<file path="src/rtl/decode_stage.sv">
// decode_stage
//   Registered RV32I/RV64I decode stage sitting between fetch and execute.
//   An instruction {in_inst, in_pc} accepted over valid/ready is decoded
//   combinationally and captured into an output register; it is presented
//   one cycle after acceptance. With EN_SKID=1 a second entry (skid) lets
//   in_ready be independent of out_ready. An accepted ebreak raises a
//   sticky halt that only reset clears.
//
// Ports
//   clk, rst_n          rising-edge clock, asynchronous active-low reset
//   flush               drop output and skid entries (branch redirect)
//   in_valid/in_ready   fetch handshake; in_inst, in_pc are the payload
//   out_valid/out_ready execute handshake
//   out_pc              pc of the presented entry
//   out_rs1/rs2/rd      register fields inst[19:15]/[24:20]/[11:7]
//   out_imm             sign-extended immediate (XLEN bits)
//   out_src1_sel        0 rs1, 1 pc, 2 zero
//   out_src2_sel        0 imm, 1 const 4, 2 rs2
//   out_jump            0 jal, 1 jalr, 2 none, 3 branch
//   out_wen             rd write enable
//   out_ebreak          entry is exactly 32'h00100073
//   out_illegal         unsupported opcode or SYSTEM encoding
//   halt                sticky, set when an ebreak is accepted

module decode_stage #(
  parameter int XLEN    = 32,
  parameter bit EN_SKID = 1'b1
) (
  input  logic            clk,
  input  logic            rst_n,
  input  logic            flush,
  input  logic            in_valid,
  output logic            in_ready,
  input  logic [31:0]     in_inst,
  input  logic [XLEN-1:0] in_pc,
  output logic            out_valid,
  input  logic            out_ready,
  output logic [XLEN-1:0] out_pc,
  output logic [4:0]      out_rs1,
  output logic [4:0]      out_rs2,
  output logic [4:0]      out_rd,
  output logic [XLEN-1:0] out_imm,
  output logic [1:0]      out_src1_sel,
  output logic [1:0]      out_src2_sel,
  output logic [1:0]      out_jump,
  output logic            out_wen,
  output logic            out_ebreak,
  output logic            out_illegal,
  output logic            halt
);

  localparam logic [6:0] OPC_LUI    = 7'b0110111;
  localparam logic [6:0] OPC_AUIPC  = 7'b0010111;
  localparam logic [6:0] OPC_JAL    = 7'b1101111;
  localparam logic [6:0] OPC_JALR   = 7'b1100111;
  localparam logic [6:0] OPC_OPIMM  = 7'b0010011;
  localparam logic [6:0] OPC_OP     = 7'b0110011;
  localparam logic [6:0] OPC_BRANCH = 7'b1100011;
  localparam logic [6:0] OPC_LOAD   = 7'b0000011;
  localparam logic [6:0] OPC_STORE  = 7'b0100011;
  localparam logic [6:0] OPC_SYSTEM = 7'b1110011;

  localparam logic [31:0] INST_EBREAK = 32'h00100073;

  localparam logic [1:0] SRC1_RS1  = 2'd0;
  localparam logic [1:0] SRC1_PC   = 2'd1;
  localparam logic [1:0] SRC1_ZERO = 2'd2;
  localparam logic [1:0] SRC2_IMM  = 2'd0;
  localparam logic [1:0] SRC2_FOUR = 2'd1;
  localparam logic [1:0] SRC2_RS2  = 2'd2;
  localparam logic [1:0] JMP_JAL   = 2'd0;
  localparam logic [1:0] JMP_JALR  = 2'd1;
  localparam logic [1:0] JMP_NONE  = 2'd2;
  localparam logic [1:0] JMP_BR    = 2'd3;

  typedef struct packed {
    logic [XLEN-1:0] pc;
    logic [4:0]      rs1;
    logic [4:0]      rs2;
    logic [4:0]      rd;
    logic [XLEN-1:0] imm;
    logic [1:0]      src1_sel;
    logic [1:0]      src2_sel;
    logic [1:0]      jump;
    logic            wen;
    logic            ebreak;
    logic            illegal;
  } entry_t;

  // Every immediate is first assembled as a 32-bit value, then widened.
  function automatic logic [XLEN-1:0] sext32(input logic [31:0] v);
    return XLEN'($signed(v));
  endfunction

  entry_t w_dec;
  entry_t r_out;
  entry_t r_skid;
  logic   r_out_valid;
  logic   r_skid_valid;
  logic   r_halt;
  logic   w_in_ready;
  logic   w_accept;
  logic   w_out_free;

  logic [31:0] w_imm_i;
  logic [31:0] w_imm_s;
  logic [31:0] w_imm_b;
  logic [31:0] w_imm_u;
  logic [31:0] w_imm_j;

  assign w_imm_i = {{20{in_inst[31]}}, in_inst[31:20]};
  assign w_imm_s = {{20{in_inst[31]}}, in_inst[31:25], in_inst[11:7]};
  assign w_imm_b = {{19{in_inst[31]}}, in_inst[31], in_inst[7], in_inst[30:25],
                    in_inst[11:8], 1'b0};
  assign w_imm_u = {in_inst[31:12], 12'h000};
  assign w_imm_j = {{11{in_inst[31]}}, in_inst[31], in_inst[19:12], in_inst[20],
                    in_inst[30:21], 1'b0};

  // Combinational decode of the instruction currently offered by fetch.
  always_comb begin
    w_dec          = '0;
    w_dec.pc       = in_pc;
    w_dec.rs1      = in_inst[19:15];
    w_dec.rs2      = in_inst[24:20];
    w_dec.rd       = in_inst[11:7];
    w_dec.src1_sel = SRC1_RS1;
    w_dec.src2_sel = SRC2_IMM;
    w_dec.jump     = JMP_NONE;
    case (in_inst[6:0])
      OPC_LUI: begin
        w_dec.imm = sext32(w_imm_u); w_dec.src1_sel = SRC1_ZERO; w_dec.wen = 1'b1;
      end
      OPC_AUIPC: begin
        w_dec.imm = sext32(w_imm_u); w_dec.src1_sel = SRC1_PC; w_dec.wen = 1'b1;
      end
      OPC_JAL: begin
        w_dec.imm = sext32(w_imm_j); w_dec.src1_sel = SRC1_PC;
        w_dec.src2_sel = SRC2_FOUR; w_dec.jump = JMP_JAL; w_dec.wen = 1'b1;
      end
      OPC_JALR: begin
        w_dec.imm = sext32(w_imm_i); w_dec.src1_sel = SRC1_PC;
        w_dec.src2_sel = SRC2_FOUR; w_dec.jump = JMP_JALR; w_dec.wen = 1'b1;
      end
      OPC_OPIMM, OPC_LOAD: begin
        w_dec.imm = sext32(w_imm_i); w_dec.wen = 1'b1;
      end
      OPC_OP: begin
        w_dec.src2_sel = SRC2_RS2; w_dec.wen = 1'b1;
      end
      OPC_BRANCH: begin
        w_dec.imm = sext32(w_imm_b); w_dec.src2_sel = SRC2_RS2; w_dec.jump = JMP_BR;
      end
      OPC_STORE: begin
        w_dec.imm = sext32(w_imm_s);
      end
      OPC_SYSTEM: begin
        // Only the exact ebreak encoding is supported; ecall/csr are illegal.
        if (in_inst == INST_EBREAK) begin
          w_dec.ebreak = 1'b1;
        end else begin
          w_dec.illegal = 1'b1;
        end
      end
      default: begin
        w_dec.illegal = 1'b1;
      end
    endcase
  end

  // Output slot frees up when empty or being consumed (a flush cycle is handled separately).
  assign w_out_free = !r_out_valid || out_ready;

  // Input readiness; held low during reset, halt and flush.
  always_comb begin
    w_in_ready = 1'b0;
    if (!rst_n || r_halt || flush) begin
      w_in_ready = 1'b0;
    end else if (EN_SKID) begin
      w_in_ready = !r_skid_valid;
    end else begin
      w_in_ready = w_out_free;
    end
  end

  assign w_accept = in_valid && w_in_ready;

  // Valid flags and sticky halt.
  always_ff @(posedge clk or negedge rst_n) begin
    if (!rst_n) begin
      r_out_valid  <= 1'b0;
      r_skid_valid <= 1'b0;
      r_halt       <= 1'b0;
    end else begin
      if (w_accept && w_dec.ebreak) begin
        r_halt <= 1'b1;
      end
      if (flush) begin
        r_out_valid  <= 1'b0;
        r_skid_valid <= 1'b0;
      end else if (w_out_free) begin
        // The skid entry is older than anything fetch offers, so it goes first.
        if (r_skid_valid) begin
          r_out_valid  <= 1'b1;
          r_skid_valid <= 1'b0;
        end else begin
          r_out_valid <= w_accept;
        end
      end else if (w_accept) begin
        r_skid_valid <= 1'b1;
      end
    end
  end

  // Payload registers; they only change when loaded so fields hold while idle.
  always_ff @(posedge clk or negedge rst_n) begin
    if (!rst_n) begin
      r_out  <= '0;
      r_skid <= '0;
    end else if (!flush) begin
      if (w_out_free) begin
        if (r_skid_valid) begin
          r_out <= r_skid;
        end else if (w_accept) begin
          r_out <= w_dec;
        end
      end else if (w_accept) begin
        r_skid <= w_dec;
      end
    end
  end

  assign in_ready     = w_in_ready;
  assign out_valid    = r_out_valid;
  assign out_pc       = r_out.pc;
  assign out_rs1      = r_out.rs1;
  assign out_rs2      = r_out.rs2;
  assign out_rd       = r_out.rd;
  assign out_imm      = r_out.imm;
  assign out_src1_sel = r_out.src1_sel;
  assign out_src2_sel = r_out.src2_sel;
  assign out_jump     = r_out.jump;
  assign out_wen      = r_out.wen;
  assign out_ebreak   = r_out.ebreak;
  assign out_illegal  = r_out.illegal;
  assign halt         = r_halt;

endmodule

</file>
<file path="config.mk">
export PLATFORM = sky130hd
export DESIGN_NAME = decode_stage
export DESIGN_NICKNAME = d
export VERILOG_FILES = /design/src/rtl/decode_stage.sv
export SDC_FILE = /design/constraint.sdc
export NUM_CORES = 1
export LEC_CHECK = 0
export BUFFER_PORTS_ARGS = -buffer_cell sky130_fd_sc_hd__buf_2
export CAP_MARGIN = 10
export CORE_UTILIZATION = 59
export DETAILED_ROUTE_END_ITERATION = 10
export GPL_TIMING_DRIVEN = 0
export HOLD_SLACK_MARGIN = 0.15
export PLACE_DENSITY_LB_ADDON = 0.3
export SYNTH_ARGS = -nofsm -noshare
export SYNTH_HDL_FRONTEND = slang
export SYNTH_SLANG_ARGS = --single-unit
</file>
<file path="constraint.sdc">
create_clock -name clk -period 2.8 [get_ports clk]
set_clock_uncertainty 0.1 [all_clocks]
set_input_delay 0.56 -clock clk [delete_from_list [all_inputs] [get_ports clk]]
set_output_delay 0.56 -clock clk [all_outputs]
set_load 0.01 [all_outputs]
</file>
Word level (Yosys, flattened, before mapping). Cells that the tools add are included.

Register bits: 179. Input port bits: 69. Output and inout port bits: 91. Word-level logic and storage cells: 76.

Equality and inequality tests: 11. Multiplexer cells: 18. Bitwise logic cells: 2. Reduce and logical (&&, ||, !) cells: 20.

Operators by type and width (number): $mux 88 (2); $pmux 32 s5 (1); $eq 32x21->1 const B (1); $eq 7x7->1 const B (4); $eq 7x6->1 const B (3); $eq 7x5->1 const B (2); $mux 1 (11); $reduce_or 9->1 (1); $pmux 2 s2 (2); $eq 7x2->1 const B (1); $reduce_or 7->1 (1); $pmux 2 s3 (1); $reduce_and 3->1 (2); $reduce_or 2->1 (3); $reduce_or 3->1 (2); $reduce_bool 2->1 (2); $logic_not 1->1 (3); $logic_or 1x1->1 (3); $reduce_bool 3->1 (1); $logic_and 1x1->1 (2); $not 1->1 (2); $pmux 1 s2 (1).

Longest topological paths before layout.
Depth in word-level cells: 8. Mapped depth: 8. Gate-level depth less buffers: 5.

Least setup slack after synthesis. Ideal clock, no wire load.

Path kind: input to register. From: input port flush. To: register r_skid[21] (netlist name). Setup time: 142 ps. Arrival time: 1647 ps. Data required time: 2558 ps. Slack: 911 ps. Stages: 4. Path buffers: 0. Cell sequence: nor4b_4 > nand3_2 > a31oi_1 > a21oi_1.

Longest elaborated chain between the ends: 4. Elaborated cells on any way between the ends: 5. Classes of those cells: 1 x mux; 1 x bitwise; 3 x reduce/logical.

Ends and longest elaborated chain: start: declaration (line 31) `input logic flush,`; $logic_or 1x1->1 (line 176) `if (!rst_n || r_halt || flush) begin`; $mux 1 (line 176); $logic_and 1x1->1 (line 185) `assign w_accept = in_valid && w_in_ready;`; $reduce_and 3->1 (no source line) (*); end signal: assignment (line 227) `r_skid <= w_dec;`; end: declaration (line 97) `entry_t r_skid;`.

Every way passes the cells marked *; elsewhere a longest branch is shown, timed or not. A chain may end at the register's enable or synchronous reset.

Worst setup path after layout.
From: input port rst_n. To: register r_skid[22] (netlist name).

Longest elaborated chain between the ends: 6.

Ends and longest elaborated chain: start: declaration (line 30) `input logic rst_n,`; $logic_not 1->1 (no source line); $logic_or 1x1->1 (2 in a row) (line 176); $mux 1 (line 176); $logic_and 1x1->1 (line 185); $reduce_and 3->1 (no source line).

No other way between the ends.

==> impl_metrics.json <==
{
  "fin_util": 0.7437,
  "n_antenna_cell": 0,
  "swShare": 0.2143,
  "drt_iter0_markers": 593,
  "maxSlewViolCount": 0,
  "vias": 6987,
  "worstRegToRegCells": 4,
  "cts-root-buf": "clkbuf_16",
  "ys_top_cells_by_count": "265 x nand2_1, 179 x dfrtp_1, 79 x o21ai_0",
  "tightest_slew_ns": 0.7721,
  "worstSetupPathType": "in2reg",
  "yosysSeqAreaShare": 0.5671,
  "end_kind": "flop",
  "die_x_um": 117.7,
  "multiInputGateArea_mm2": 0.003093,
  "cts_setup_buffers": 0,
  "pwr-share-comb": 0.043,
  "path_clk_slew_ns": 0.06,
  "grt_pass1_wl_um": 33900,
  "cp.arrival_ns": 2.80,
  "avgViaCountPerCell": 5.808,
  "insertion_delay_ns": 0.43,
  "internal-power_mw": 3.951,
  "nets": 1088,
  "grt_use_total": 0.3142,
  "p_clk_frac": 0.442,
  "ff2ff_setup_slack_ns": 0.51,
  "cts_buffers": 17,
  "outcome": "finished, final reports clean",
  "startpoint": "rst_n",
  "p_sw_mw": 1.077,
  "seq_power_share": 0.514,
  "rsz0062_at_grt": "no",
  "cp_data_required_time_ns": 2.98,
  "power_density_mw_per_mm2": 527.2,
  "ys.warnings.count": 0,
  "synth.area.top_cells": "dfrtp_1 57%, nand2_1 13%, mux2i_1 6.1%",
  "grt_overflow": 0,
  "maxCapViolCount": 0,
  "dieArea_mm2": 0.01385,
  "power.total_mw": 5.028,
  "clock.fmax_ghz": 0.3813,
  "antenna_left": 0,
  "drtPass1Iterations": 6,
  "numPortBuffers": 159,
  "gp_congestion": 0.9096,
  "ys_types": 51,
  "slew_headroom": 0.4829,
  "first_global_vias": 6788,
  "cts_tree": "built",
  "antenna_found_initial": 1,
  "synth_edf_count": 0,
  "synthArstFlopShare": 1.000,
  "die_h_um": 117.7,
  "drive_gt1_frac": 0.2260,
  "ys_seq_elements": 179,
  "dpl.hpwl_um": 14750,
  "ir_drop_v": 0.0003861,
  "layout.area.seq_mm2": 0.004479,
  "core-area_mm2": 0.01282,
  "yosys.area.top_type": "dfrtp_1",
  "wl_um": 21050,
  "hold_viol_final": 0,
  "synth_nets": 907,
  "rr_endpoint": "r_skid[22]",
  "ys.flop_type": "dfrtp_1",
  "hold_class": "in2reg",
  "crit_path_max_fanout": 9,
  "syn-instance-count": 838,
  "h-tree-depth": 4,
  "syn-cell-area_mm2": 0.007899,
  "routedWlPerCell_um": 17.50,
  "finalCritPeriodShare": 0.9368,
  "boundaryPins": 160,
  "clk_path_buf_depth": 2,
  "crit_end": "r_skid[22]",
  "p_leak_nw": 4.804,
  "worst_setup_path_start_kind": "primary input",
  "cts_sinks": 179,
  "grt_max_degree": 124,
  "r2r-start": "r_skid_valid",
  "area_growth_pct": 20.75,
  "setup_viol": 0,
  "drcViolationCount": 0,
  "fillers": 956,
  "synth_top_cell_area_share": 0.5671,
  "synth_most_common_cell": "nand2_1",
  "fin_crit_ns": 2.623,
  "start_util": 0.6159,
  "rows": 41,
  "synth_area_per_cell_um2": 9.426
}
[cell usage in the layout, fill, tap and decap left out, types with 3 or more instances in the layout]
| master | instances |
|---|---|
| buf_6 | 3 |
| buf_4 | 5 |
| nor2_1 | 35 |
| nand3_1 | 23 |
| clkbuf_8 | 9 |
| clkinv_2 | 4 |
| nor3_1 | 5 |
| nand2_1 | 265 |
| o211ai_1 | 11 |
| a21oi_1 | 49 |
| clkbuf_1 | 29 |
| dfrtp_1 | 179 |
| buf_8 | 3 |
| o21ai_0 | 79 |
| a31oi_1 | 14 |
| or4_1 | 12 |
| clkbuf_16 | 17 |
| mux2i_1 | 48 |
| o21ai_1 | 17 |
| buf_2 | 175 |
| nor4_1 | 6 |
| a22oi_1 | 4 |
[power groups by stage]
stage | logic, mW | registers (mW) | clock network, mW
final | 0.217 | 2.59 | 2.22
after global routing | 0.237 | 2.58 | 2.36
after CTS | 0.216 | 2.59 | 2.24
after detailed placement | 0.208 | 2.63 | 0
after global placement | 0.200 | 2.63 | 0
after floorplan | 0.0502 | 2.63 | 0
[stage by stage]
stage / hold slack, ns / TNS [ns] / std cells / setup slack [ns] / area, um^2
after detailed placement: 0.3608 / 0 / 1170 / 0.1030 / 8947
final: 0.2428 / 0 / 1203 / 0.1771 / 9538
after CTS: 0.2332 / 0 / 1203 / 0.2849 / 9538
after global routing: 0.2355 / 0 / 1203 / 0.09047 / 9538
after global placement: 0.3512 / -803.40 / 1169 / -2.987 / 8910
after floorplan: 0.1644 / 0 / 838 / 0.9110 / 7899
[cells by family (layout without fill, tap and decap cells)]
logic type,after synthesis,in the layout,share of synthesized area
simple gates,363,363,0.1959
buf+inv,59,252,0.04134
xor+xnor,1,1,0.001109
mux,49,49,0.06225
compound gates,187,187,0.1323
flops,179,179,0.5671
[flip-flops by register name (all words and copies together) (netlist names)]
signal / cells
r_skid: 88
out_imm: 32
out_pc: 32
out_rd: 5
out_rs1: 5
out_rs2: 5
out_jump: 2
out_src1_sel: 2
out_src2_sel: 2
halt: 1
out_ebreak: 1
out_illegal: 1
out_valid: 1
out_wen: 1
r_skid_valid: 1
[per-layer routing]
layer / up-vias / GRT usage / share of wire
met5: - / 0 / 0
met4: 0 / 0.1346 / 0.032
met3: 57 / 0.07074 / 0.078
met2: 337 / 0.5051 / 0.47
met1: 3374 / 0.4108 / 0.42
li1: 3219 / - / -
[worst min-delay path by stage]
stage	from	endpoint	slack, ns	cells past startpoint
finish	in_pc[7]	r_skid[63]	0.24	3
global route	in_pc[31]	r_skid[87]	0.24	3
CTS	in_pc[9]	r_skid[65]	0.23	3
detailed placement	r_skid[40]	r_skid[40]	0.36	2
global placement	r_skid[40]	r_skid[40]	0.35	2
floorplan	rst_n	halt	0.16	0
[worst max-delay path: stages]
cell and delay, ns:
dlygate4sd3_1 0.56, buf_8 0.16, nor4b_4 0.28, nand3_2 0.35, a31oi_1 0.70, a21oi_1 0.18
[what timing repair did]
item	CTS	global route
hold buffers	2	0
endpoints found under the hold margin	56	0
gates resized for setup	0	0
[layout make-up]
| type | count | area share |
|---|---|---|
| well taps | 172 | 0.02256 |
| repair buffers | 162 | 0.09130 |
| plain buffers | 56 | 0.03306 |
| inverters | 3 | 0.001181 |
| clock buffers | 27 | 0.05588 |
| flip-flops and latches | 179 | 0.4696 |
| multi-input cells | 600 | 0.3243 |
| clock inverters | 4 | 0.002099 |
(Power assumes the default switching activity.)
